--- src/rtl/ctrl_pipe_if.sv ---
// ============================================================================
// ctrl_pipe_if : ID-side control word in, staged control and hazard status out
// Revision 1.0
// ============================================================================
`default_nettype none

interface ctrl_pipe_if #(
  parameter int CNT_W = 16
);
  logic             id_valid;
  logic             id_reg_write;
  logic             id_alu_src;
  logic             id_mem_read;
  logic             id_mem_write;
  logic             id_mem_to_reg;
  logic             id_branch;
  logic [1:0]       id_alu_op;
  logic [4:0]       id_rs1;
  logic [4:0]       id_rs2;
  logic [4:0]       id_rd;
  logic             ex_branch_taken;

  logic             stall;
  logic             flush;
  logic             ex_alu_src;
  logic             ex_branch;
  logic             ex_mem_read;
  logic [1:0]       ex_alu_op;
  logic [4:0]       ex_rd;
  logic             mem_mem_read;
  logic             mem_mem_write;
  logic             mem_reg_write;
  logic [4:0]       mem_rd;
  logic             wb_reg_write;
  logic             wb_mem_to_reg;
  logic [4:0]       wb_rd;
  logic [CNT_W-1:0] stall_count;
  logic [CNT_W-1:0] flush_count;

  modport master (
    output id_valid, id_reg_write, id_alu_src, id_mem_read, id_mem_write,
           id_mem_to_reg, id_branch, id_alu_op, id_rs1, id_rs2, id_rd,
           ex_branch_taken,
    input  stall, flush, ex_alu_src, ex_branch, ex_mem_read, ex_alu_op, ex_rd,
           mem_mem_read, mem_mem_write, mem_reg_write, mem_rd,
           wb_reg_write, wb_mem_to_reg, wb_rd, stall_count, flush_count
  );

  modport slave (
    input  id_valid, id_reg_write, id_alu_src, id_mem_read, id_mem_write,
           id_mem_to_reg, id_branch, id_alu_op, id_rs1, id_rs2, id_rd,
           ex_branch_taken,
    output stall, flush, ex_alu_src, ex_branch, ex_mem_read, ex_alu_op, ex_rd,
           mem_mem_read, mem_mem_write, mem_reg_write, mem_rd,
           wb_reg_write, wb_mem_to_reg, wb_rd, stall_count, flush_count
  );
endinterface

`default_nettype wire

--- src/rtl/ctrl_pipe.sv ---
// ============================================================================
// ctrl_pipe : ID/EX, EX/MEM, MEM/WB control staging with load-use/branch hazards
// Revision 1.0
// ============================================================================
`default_nettype none

module ctrl_pipe #(
  parameter int CNT_W = 16
) (
  input  logic        clk,
  input  logic        rst,
  ctrl_pipe_if.slave  bus
);

  typedef struct packed {
    logic       reg_write;
    logic       alu_src;
    logic       mem_read;
    logic       mem_write;
    logic       mem_to_reg;
    logic       branch;
    logic [1:0] alu_op;
    logic [4:0] rd;
  } idex_t;

  typedef struct packed {
    logic       reg_write;
    logic       mem_read;
    logic       mem_write;
    logic       mem_to_reg;
    logic [4:0] rd;
  } exmem_t;

  typedef struct packed {
    logic       reg_write;
    logic       mem_to_reg;
    logic [4:0] rd;
  } memwb_t;

  idex_t            idex_q,  idex_d;
  exmem_t           exmem_q, exmem_d;
  memwb_t           memwb_q, memwb_d;
  logic [CNT_W-1:0] stall_cnt_q, stall_cnt_d;
  logic [CNT_W-1:0] flush_cnt_q, flush_cnt_d;

  logic rs2_used;
  logic luh;
  logic bt;
  logic stall_w;
  logic flush_w;

  always_comb begin
    rs2_used = ~bus.id_alu_src | bus.id_mem_write;
    luh      = bus.id_valid & idex_q.mem_read & (idex_q.rd != 5'd0) &
               ((idex_q.rd == bus.id_rs1) | (rs2_used & (idex_q.rd == bus.id_rs2)));
    bt       = idex_q.branch & bus.ex_branch_taken;
    // Flush wins over stall; both are silenced while reset is held.
    flush_w  = ~rst & bt;
    stall_w  = ~rst & luh & ~bt;
  end

  always_comb begin
    idex_d = '0;
    if (bus.id_valid && !luh && !bt) begin
      idex_d.reg_write  = bus.id_reg_write;
      idex_d.alu_src    = bus.id_alu_src;
      idex_d.mem_read   = bus.id_mem_read;
      idex_d.mem_write  = bus.id_mem_write;
      idex_d.mem_to_reg = bus.id_mem_to_reg;
      idex_d.branch     = bus.id_branch;
      idex_d.alu_op     = bus.id_alu_op;
      idex_d.rd         = bus.id_rd;
    end

    exmem_d.reg_write  = idex_q.reg_write;
    exmem_d.mem_read   = idex_q.mem_read;
    exmem_d.mem_write  = idex_q.mem_write;
    exmem_d.mem_to_reg = idex_q.mem_to_reg;
    exmem_d.rd         = idex_q.rd;

    memwb_d.reg_write  = exmem_q.reg_write;
    memwb_d.mem_to_reg = exmem_q.mem_to_reg;
    memwb_d.rd         = exmem_q.rd;

    stall_cnt_d = stall_cnt_q;
    if (stall_w && (stall_cnt_q != {CNT_W{1'b1}})) begin
      stall_cnt_d = stall_cnt_q + CNT_W'(1);
    end
    flush_cnt_d = flush_cnt_q;
    if (flush_w && (flush_cnt_q != {CNT_W{1'b1}})) begin
      flush_cnt_d = flush_cnt_q + CNT_W'(1);
    end
  end

  always_ff @(posedge clk) begin
    if (rst) begin
      idex_q      <= '0;
      exmem_q     <= '0;
      memwb_q     <= '0;
      stall_cnt_q <= '0;
      flush_cnt_q <= '0;
    end else begin
      idex_q      <= idex_d;
      exmem_q     <= exmem_d;
      memwb_q     <= memwb_d;
      stall_cnt_q <= stall_cnt_d;
      flush_cnt_q <= flush_cnt_d;
    end
  end

  assign bus.stall         = stall_w;
  assign bus.flush         = flush_w;
  assign bus.ex_alu_src    = idex_q.alu_src;
  assign bus.ex_branch     = idex_q.branch;
  assign bus.ex_mem_read   = idex_q.mem_read;
  assign bus.ex_alu_op     = idex_q.alu_op;
  assign bus.ex_rd         = idex_q.rd;
  assign bus.mem_mem_read  = exmem_q.mem_read;
  assign bus.mem_mem_write = exmem_q.mem_write;
  assign bus.mem_reg_write = exmem_q.reg_write;
  assign bus.mem_rd        = exmem_q.rd;
  assign bus.wb_reg_write  = memwb_q.reg_write;
  assign bus.wb_mem_to_reg = memwb_q.mem_to_reg;
  assign bus.wb_rd         = memwb_q.rd;
  assign bus.stall_count   = stall_cnt_q;
  assign bus.flush_count   = flush_cnt_q;

endmodule

`default_nettype wire

--- src/flat_wrapper.sv ---
// flat-port wrapper written by rule: the top's interface ports become plain ports
module ctrl_pipe_flat 
#(
  parameter int CNT_W = 16
)
  (clk, rst, bus_id_valid, bus_id_reg_write, bus_id_alu_src, bus_id_mem_read, bus_id_mem_write, bus_id_mem_to_reg, bus_id_branch, bus_id_alu_op, bus_id_rs1, bus_id_rs2, bus_id_rd, bus_ex_branch_taken, bus_stall, bus_flush, bus_ex_alu_src, bus_ex_branch, bus_ex_mem_read, bus_ex_alu_op, bus_ex_rd, bus_mem_mem_read, bus_mem_mem_write, bus_mem_reg_write, bus_mem_rd, bus_wb_reg_write, bus_wb_mem_to_reg, bus_wb_rd, bus_stall_count, bus_flush_count);
  ctrl_pipe_if #(.CNT_W(CNT_W)) bus_i ();
  input  logic clk;
  input  logic rst;
  input wire logic [$bits(bus_i.id_valid)-1:0] bus_id_valid;
  input wire logic [$bits(bus_i.id_reg_write)-1:0] bus_id_reg_write;
  input wire logic [$bits(bus_i.id_alu_src)-1:0] bus_id_alu_src;
  input wire logic [$bits(bus_i.id_mem_read)-1:0] bus_id_mem_read;
  input wire logic [$bits(bus_i.id_mem_write)-1:0] bus_id_mem_write;
  input wire logic [$bits(bus_i.id_mem_to_reg)-1:0] bus_id_mem_to_reg;
  input wire logic [$bits(bus_i.id_branch)-1:0] bus_id_branch;
  input wire logic [$bits(bus_i.id_alu_op)-1:0] bus_id_alu_op;
  input wire logic [$bits(bus_i.id_rs1)-1:0] bus_id_rs1;
  input wire logic [$bits(bus_i.id_rs2)-1:0] bus_id_rs2;
  input wire logic [$bits(bus_i.id_rd)-1:0] bus_id_rd;
  input wire logic [$bits(bus_i.ex_branch_taken)-1:0] bus_ex_branch_taken;
  output wire logic [$bits(bus_i.stall)-1:0] bus_stall;
  output wire logic [$bits(bus_i.flush)-1:0] bus_flush;
  output wire logic [$bits(bus_i.ex_alu_src)-1:0] bus_ex_alu_src;
  output wire logic [$bits(bus_i.ex_branch)-1:0] bus_ex_branch;
  output wire logic [$bits(bus_i.ex_mem_read)-1:0] bus_ex_mem_read;
  output wire logic [$bits(bus_i.ex_alu_op)-1:0] bus_ex_alu_op;
  output wire logic [$bits(bus_i.ex_rd)-1:0] bus_ex_rd;
  output wire logic [$bits(bus_i.mem_mem_read)-1:0] bus_mem_mem_read;
  output wire logic [$bits(bus_i.mem_mem_write)-1:0] bus_mem_mem_write;
  output wire logic [$bits(bus_i.mem_reg_write)-1:0] bus_mem_reg_write;
  output wire logic [$bits(bus_i.mem_rd)-1:0] bus_mem_rd;
  output wire logic [$bits(bus_i.wb_reg_write)-1:0] bus_wb_reg_write;
  output wire logic [$bits(bus_i.wb_mem_to_reg)-1:0] bus_wb_mem_to_reg;
  output wire logic [$bits(bus_i.wb_rd)-1:0] bus_wb_rd;
  output wire logic [$bits(bus_i.stall_count)-1:0] bus_stall_count;
  output wire logic [$bits(bus_i.flush_count)-1:0] bus_flush_count;
  assign bus_i.id_valid = bus_id_valid;
  assign bus_i.id_reg_write = bus_id_reg_write;
  assign bus_i.id_alu_src = bus_id_alu_src;
  assign bus_i.id_mem_read = bus_id_mem_read;
  assign bus_i.id_mem_write = bus_id_mem_write;
  assign bus_i.id_mem_to_reg = bus_id_mem_to_reg;
  assign bus_i.id_branch = bus_id_branch;
  assign bus_i.id_alu_op = bus_id_alu_op;
  assign bus_i.id_rs1 = bus_id_rs1;
  assign bus_i.id_rs2 = bus_id_rs2;
  assign bus_i.id_rd = bus_id_rd;
  assign bus_i.ex_branch_taken = bus_ex_branch_taken;
  assign bus_stall = bus_i.stall;
  assign bus_flush = bus_i.flush;
  assign bus_ex_alu_src = bus_i.ex_alu_src;
  assign bus_ex_branch = bus_i.ex_branch;
  assign bus_ex_mem_read = bus_i.ex_mem_read;
  assign bus_ex_alu_op = bus_i.ex_alu_op;
  assign bus_ex_rd = bus_i.ex_rd;
  assign bus_mem_mem_read = bus_i.mem_mem_read;
  assign bus_mem_mem_write = bus_i.mem_mem_write;
  assign bus_mem_reg_write = bus_i.mem_reg_write;
  assign bus_mem_rd = bus_i.mem_rd;
  assign bus_wb_reg_write = bus_i.wb_reg_write;
  assign bus_wb_mem_to_reg = bus_i.wb_mem_to_reg;
  assign bus_wb_rd = bus_i.wb_rd;
  assign bus_stall_count = bus_i.stall_count;
  assign bus_flush_count = bus_i.flush_count;
  ctrl_pipe #(.CNT_W(CNT_W)) u_core (.clk(clk), .rst(rst), .bus(bus_i));
endmodule
--- config.mk ---
export PLATFORM = sky130hd
export DESIGN_NAME = ctrl_pipe_flat
export DESIGN_NICKNAME = d
export VERILOG_FILES = /design/src/rtl/ctrl_pipe_if.sv /design/src/rtl/ctrl_pipe.sv /design/src/flat_wrapper.sv
export SDC_FILE = /design/constraint.sdc
export NUM_CORES = 1
export LEC_CHECK = 0
export BUFFER_PORTS_ARGS = -buffer_cell sky130_fd_sc_hd__buf_2
export CAP_MARGIN = 5
export CORE_MARGIN = 1
export CORE_UTILIZATION = 55
export DETAILED_ROUTE_END_ITERATION = 10
export PLACE_DENSITY = 0.95
export SYNTH_ARGS = -nofsm -noshare
export SYNTH_HDL_FRONTEND = slang
export SYNTH_SLANG_ARGS = --single-unit
--- constraint.sdc ---
create_clock -name clk -period 5.5 [get_ports clk]
set_input_delay 1.1 -clock clk [delete_from_list [all_inputs] [get_ports clk]]
set_output_delay 1.1 -clock clk [all_outputs]
set_load 0.05 [all_outputs]
==> results.sh, run 1 <==
export IMPL_timing_hold_worst_class="reg2reg"
export IMPL_antenna_found_initial=0
export IMPL_clk_pin_slew_ns=0.07
export IMPL_crit_path_max_delay_family="compound AO/OA/AOI/OAI gates"
export IMPL_ys_top_cells_by_area="dfxtp_1, nor2b_1, xnor2_1, nor2_1, xor2_1"
export IMPL_peak_freq_mhz=248.1
export IMPL_power_density_nw_per_um2=284.0
export IMPL_track_usage=0.2330
export IMPL_cp_buffers_inverters=2
export IMPL_postCtsHoldBufs=0
export IMPL_hold_viol=0
export IMPL_peak_ir_drop_on_the_vdd_network_uv=161.1
export IMPL_routed_wl_um=5902
export IMPL_synthDominantCellAreaShare=0.4418
export IMPL_critical_path_max_stage_delay_ns=1.01
export IMPL_layout_cells_most_common="buf_2"
export IMPL_dr_vias=2339
export IMPL_final_core_area_utilization=0.7048
export IMPL_final_setup_tns_ns=0
export IMPL_die_width_um=72.89
export IMPL_most_common_flop_cell_mapped_by_yosys="dfxtp_1"
export IMPL_synth_top_cell_by_area="dfxtp_1"
export IMPL_cts_repair_resized=0
export IMPL_grt_pass1_vias=2077
export IMPL_grt_first_pass_wirelength_um=9411
export IMPL_power_report_internal_total_mw=0.7275
export IMPL_max_slew_margin=0.1409
export IMPL_power_clock_fraction=0.456
export IMPL_cells_along_the_critical_path="buf_2, xor2_1, a2111oi_4, a22oi_2, nor2_1, buf_2"
export IMPL_critical_path_slowest_cell="a22oi_2"
export IMPL_synth_nets=313
export IMPL_part_of_the_cycle_the_worst_path_needs=0.7330
export IMPL_leakage_nw=1.465
export IMPL_drt_drc_violations_left=0
export IMPL_cts_tree="done"
export IMPL_netlist_area_um2=2764
export IMPL_coreArea_um2=4786
export IMPL_cp_common_cell="buf_2"
export IMPL_ys_types=49
export IMPL_switchingPower_mw=0.2305
export IMPL_timing_clock_skew_ns=0.006268
export IMPL_cts_path_max_buffers=2
export IMPL_cts_setup_buffers=0
export IMPL_tightest_slew_ns=1.289
export IMPL_netSwitchingFraction=0.2406
export IMPL_finalCriticalPeriod_ns=4.031
export IMPL_die_height_um=72.89
export IMPL_synth_seq_cells=61
export IMPL_largest_net_degree_at_the_start_of_global_routing=55
export IMPL_antenna_violating_nets_left=0
export IMPL_grt_ovfl_total=0
export IMPL_worst_endpoint_required_ns=4.40
export IMPL_synthCells=284
export IMPL_drv_slew=0
export IMPL_row_count=25
export IMPL_status="finished, final reports clean"
export IMPL_syn_area_per_cell_um2=9.732
export IMPL_critPathKind="in2out"
export IMPL_end_kind="output port"
export IMPL_most_frequent_cells_in_the_layout="buf_2, dfxtp_1, nor2_1"
export IMPL_first_iter_violations=214
export IMPL_asyncSetResetFlopFracSynth=0
export IMPL_cts_buffers=9
export IMPL_place_hpwl_um=4147
export IMPL_design_final_nets=390
export IMPL_synthToLayoutAreaGrowth_pct=22.05
export IMPL_insertion_delay_ns=0.33
export IMPL_max_cap_violations=0
export IMPL_start_util=0.5775
export IMPL_p_comb_frac=0.070
export IMPL_avgViaCountPerCell=5.402
export IMPL_setup_repair_after_global_routing_missed_its_margin="no"
export IMPL_cts_num_sinks=61
export IMPL_synth_enable_flop_cells=0
export IMPL_crit_path_max_fanout=26
export IMPL_ioPinCount=86
export IMPL_timing_critical_path_from_type="input pin"
export IMPL_synth_warnings=0
export IMPL_detailedRoute_firstPassIterationCount=4
export IMPL_fp_dieArea_um2=5313
export IMPL_cts_max_level=3
export IMPL_synth_sequential_area_ratio=0.4418
export IMPL_post_route_cells_drive_above_1_share=0.3224
export IMPL_antennaDiodeCount=0
export IMPL_globalplace_congestion=0.8466
export IMPL_clock_root_buffer="clkbuf_8"
export IMPL_critPathArrivalTime_ns=2.93
export IMPL_sequentialPowerShare=0.474
export IMPL_portBuffers=85
export IMPL_final_setup_viol_count=0
export IMPL_wl_per_cell_um=13.63
-- logic make-up after synthesis --
group,share of synthesized area
AND/OR/NAND/NOR,0.3010
flip-flops,0.4418
AO/OA/AOI/OAI,0.09688
buffers and inverters,0.05251
XOR/XNOR,0.06654
multiplexers,0.03214
adder cells (fa/ha/maj),0.009052
-- path summary, 6_finish.rpt --
kind                             from                        end  slack (ns)  cells after the start
setup / recovery        bus_id_rs2[4]                  bus_stall        1.47                      6
hold / removal      u_core.exmem_q[5]   u_core.bus.wb_mem_to_reg        0.45                      1
setup reg to reg  u_core.bus.ex_rd[1]  u_core.bus.stall_count[8]        3.02                      5
hold reg to reg     u_core.exmem_q[5]   u_core.bus.wb_mem_to_reg        0.45                      1
-- worst reg2reg max path, stage by stage (launching register included) --
cell and delay (ns):
dfxtp_1 0.49, xor2_1 0.27, a2111oi_4 0.07, a22oi_2 1.01, nor4_2 0.16, mux2_1 0.37
-- layer usage --
metal	up-vias	track usage	wire, um	share of wire
met5	-	0	0	0
met4	0	0.1307	71	0.012
met3	5	0.04006	268	0.045
met2	73	0.4029	3108	0.53
met1	1109	0.2730	2454	0.42
li1	1152	-	-	-
-- synthesized netlist by cell type, types with 2 or more instances --
| master | n |
|---|---|
| buf_4 | 10 |
| clkbuf_1 | 6 |
| nand2_1 | 11 |
| buf_2 | 2 |
| dfxtp_1 | 61 |
| or4_1 | 7 |
| or3_1 | 4 |
| nor4_4 | 3 |
| and2_1 | 13 |
| mux2_1 | 3 |
| nor4b_1 | 2 |
| nor3b_1 | 4 |
| mux2_4 | 3 |
| nor3_1 | 11 |
| xor2_1 | 10 |
| a21oi_1 | 14 |
| nand4_1 | 9 |
| nor2_1 | 24 |
| o31ai_1 | 7 |
| nor2b_1 | 22 |
| nor4_1 | 4 |
| ha_1 | 2 |
| nand3_1 | 10 |
| o21ai_0 | 4 |
| inv_1 | 2 |
| nor4_2 | 2 |
| and3_1 | 2 |
| xnor2_1 | 11 |
-- cell type report --
cell class / count / area (um^2)
Multi-Input combinational cell: 200 / 1398
Inverter: 2 / 7.507
Tap cell: 67 / 83.83
Timing Repair Buffer: 87 / 440.4
Fill cell: 386 / 1413
Clock inverter: 7 / 98.84
Clock buffer: 9 / 123.9
Sequential cell: 61 / 1221
-- power groups by stage --
stage / registers, mW / clock network, mW / logic, mW
floorplan: 0.474 / 0 / 0.0400
global placement: 0.463 / 0 / 0.0654
detailed placement: 0.464 / 0 / 0.0672
CTS: 0.453 / 0.451 / 0.0674
global route: 0.454 / 0.470 / 0.0723
finish: 0.454 / 0.437 / 0.0670
-- per-stage QoR --
step	power [mW]	hold WS (ns)	setup WS, ns	instances	cell area, um^2
after floorplan	0.5139	0.4138	1.619	284	2764
after global placement	0.5288	0.4178	1.598	417	3151
after detailed placement	0.5309	0.4369	1.528	417	3151
after CTS	0.9716	0.4489	1.510	433	3373
after global routing	0.9966	0.4584	1.325	433	3373
final	0.9579	0.4472	1.469	433	3373
(Power assumes the default switching activity.)
==> run 2, diff against run 1 <==
--- a/config.mk
+++ b/config.mk
@@ -8,9 +8,9 @@
 export BUFFER_PORTS_ARGS = -buffer_cell sky130_fd_sc_hd__buf_2
 export CAP_MARGIN = 5
 export CORE_MARGIN = 1
-export CORE_UTILIZATION = 55
+export CORE_UTILIZATION = 46
 export DETAILED_ROUTE_END_ITERATION = 10
-export PLACE_DENSITY = 0.95
+export PLACE_DENSITY = 0.86
 export SYNTH_ARGS = -nofsm -noshare
 export SYNTH_HDL_FRONTEND = slang
 export SYNTH_SLANG_ARGS = --single-unit
==> constraint.sdc (replaced) <==
create_clock -name clk -period 3.35 [get_ports clk]
set_input_delay 0.67 -clock clk [delete_from_list [all_inputs] [get_ports clk]]
set_output_delay 0.67 -clock clk [all_outputs]
set_load 0.05 [all_outputs]
==> run 2 against run 1 <==
Sequential share of layout area about the same. Sequential power grew 64%. Register-to-register slack lost 1.8 ns. Die area grew 19%. Clock skew rose by 0.0031 ns. Global-route usage shrank 4.1 points. Critical path depth stayed put. Largest power group unchanged.
==> results.sh, run 2 (synthesis results as in run 1) <==
export IMPL_globalplace_congestion=0.8561
export IMPL_most_frequent_cells_in_the_layout="buf_2, dfxtp_1, nor2_1"
export IMPL_ioPinCount=86
export IMPL_grt_first_pass_wirelength_um=9315
export IMPL_antenna_violating_nets_left=0
export IMPL_max_slew_margin=0.6049
export IMPL_cp_common_cell="buf_2"
export IMPL_synthToLayoutAreaGrowth_pct=21.96
export IMPL_critPathArrivalTime_ns=1.83
export IMPL_peak_freq_mhz=399.3
export IMPL_crit_path_max_delay_family="buffers and inverters"
export IMPL_dr_vias=2348
export IMPL_cts_tree="done"
export IMPL_cts_path_max_buffers=2
export IMPL_coreArea_um2=5642
export IMPL_final_setup_viol_count=0
export IMPL_max_cap_violations=0
export IMPL_cts_max_level=3
export IMPL_cts_setup_buffers=0
export IMPL_tightest_slew_ns=0.5872
export IMPL_wl_per_cell_um=13.40
export IMPL_die_width_um=79.52
export IMPL_portBuffers=85
export IMPL_timing_critical_path_from_type="input pin"
export IMPL_cts_num_sinks=61
export IMPL_row_count=27
export IMPL_critPathKind="in2out"
export IMPL_drt_drc_violations_left=0
export IMPL_grt_busiest_layer="met2"
export IMPL_leakage_nw=1.467
export IMPL_timing_clock_skew_ns=0.009350
export IMPL_numPlacedInstances=424
export IMPL_part_of_the_cycle_the_worst_path_needs=0.7476
export IMPL_postCtsHoldBufs=0
export IMPL_peak_ir_drop_on_the_vdd_network_uv=233.5
export IMPL_worst_endpoint_required_ns=2.68
export IMPL_final_core_area_utilization=0.5975
export IMPL_drv_slew=0
export IMPL_critical_path_slowest_cell="nor3b_1"
export IMPL_track_usage=0.1924
export IMPL_fp_dieArea_um2=6323
export IMPL_antennaDiodeCount=0
export IMPL_post_route_cells_drive_above_1_share=0.3261
export IMPL_cts_buffers=9
export IMPL_clk_pin_slew_ns=0.07
export IMPL_die_height_um=79.52
export IMPL_final_setup_tns_ns=0
export IMPL_insertion_delay_ns=0.35
export IMPL_start_util=0.4899
export IMPL_design_final_nets=392
export IMPL_finalNonFillerCells=440
export IMPL_layout_cells_most_common="buf_2"
export IMPL_antenna_found_initial=0
export IMPL_avgViaCountPerCell=5.336
export IMPL_cells_along_the_critical_path="buf_2, a21oi_1, nor3b_1, a22oi_2, nor2_1, buf_2"
export IMPL_clock_root_buffer="clkbuf_8"
export IMPL_grtUsageMet3=0.07314
export IMPL_routed_wl_um=5895
export IMPL_met2_usage=0.3188
export IMPL_crit_path_max_fanout=4
export IMPL_cts_repair_resized=0
export IMPL_largest_net_degree_at_the_start_of_global_routing=55
export IMPL_status="finished, final reports clean"
export IMPL_multiInputGateArea_um2=1398
export IMPL_end_kind="output port"
export IMPL_ff_latch_area_um2=1221
export IMPL_place_hpwl_um=4151
export IMPL_setup_repair_after_global_routing_missed_its_margin="no"
export IMPL_power_density_nw_per_um2=447.2
export IMPL_critical_path_max_stage_delay_ns=0.27
export IMPL_detailedRoute_firstPassIterationCount=4
export IMPL_filler_cell_count=478
export IMPL_cp_buffers_inverters=2
export IMPL_grt_met1_usage=0.2202
export IMPL_grt_pass1_vias=2056
export IMPL_first_iter_violations=90
export IMPL_timing_hold_worst_class="reg2reg"
export IMPL_grt_ovfl_total=0
export IMPL_hold_viol=0
export IMPL_design_power_total_mw=1.508
export IMPL_finalCriticalPeriod_ns=2.504
export IMPL_whs_ns=0.4343
## run 2: worst reg2reg max path, stage by stage (launching register included)
cell and delay, ns:
dfxtp_1 0.45, xor2_1 0.14, a2111oi_4 0.37, a22oi_2 0.14, buf_4 0.25, nor4_2 0.33, mux2_1 0.35
## run 2: path summary, 6_finish.rpt
check	depth (start not counted)	start	slack [ns]	end
worst max-delay path	6	bus_ex_branch_taken	0.85	bus_stall
worst min-delay path	1	u_core.exmem_q[5]	0.43	u_core.bus.wb_mem_to_reg
worst max register to register	6	u_core.bus.ex_rd[4]	1.22	u_core.bus.stall_count[8]
worst min register to register	1	u_core.exmem_q[5]	0.43	u_core.bus.wb_mem_to_reg
## run 2: routing by layer
layer	routed length, um	vias up
met4	89	0
met2	2870	84
met5	0	-
li1	-	1164
met1	2501	1089
met3	433	11
## run 2: per-stage QoR
stage | setup WS [ns] | area, um^2
finish | 0.8456 | 3371
global route | 0.7429 | 3371
CTS | 0.8275 | 3371
detailed placement | 0.8306 | 3172
global placement | 0.8602 | 3172
floorplan | 0.3290 | 2764
## run 2: power breakdown
part | leakage, nW | total, mW | internal [mW] | switching, mW
Sequential | 0.494 | 0.744 | 0.736 | 0.00796
Clock | 0.104 | 0.652 | 0.346 | 0.305
Combinational | 0.869 | 0.112 | 0.0369 | 0.0750
## run 2: cell type report
cell class	instances	share of cell area
clock buffer	9	0.03675
clock inverter	7	0.02227
inverter	2	0.002227
multi-input combinational	200	0.4146
sequential	61	0.3623
tap	72	0.02673
timing repair buffer	89	0.1351
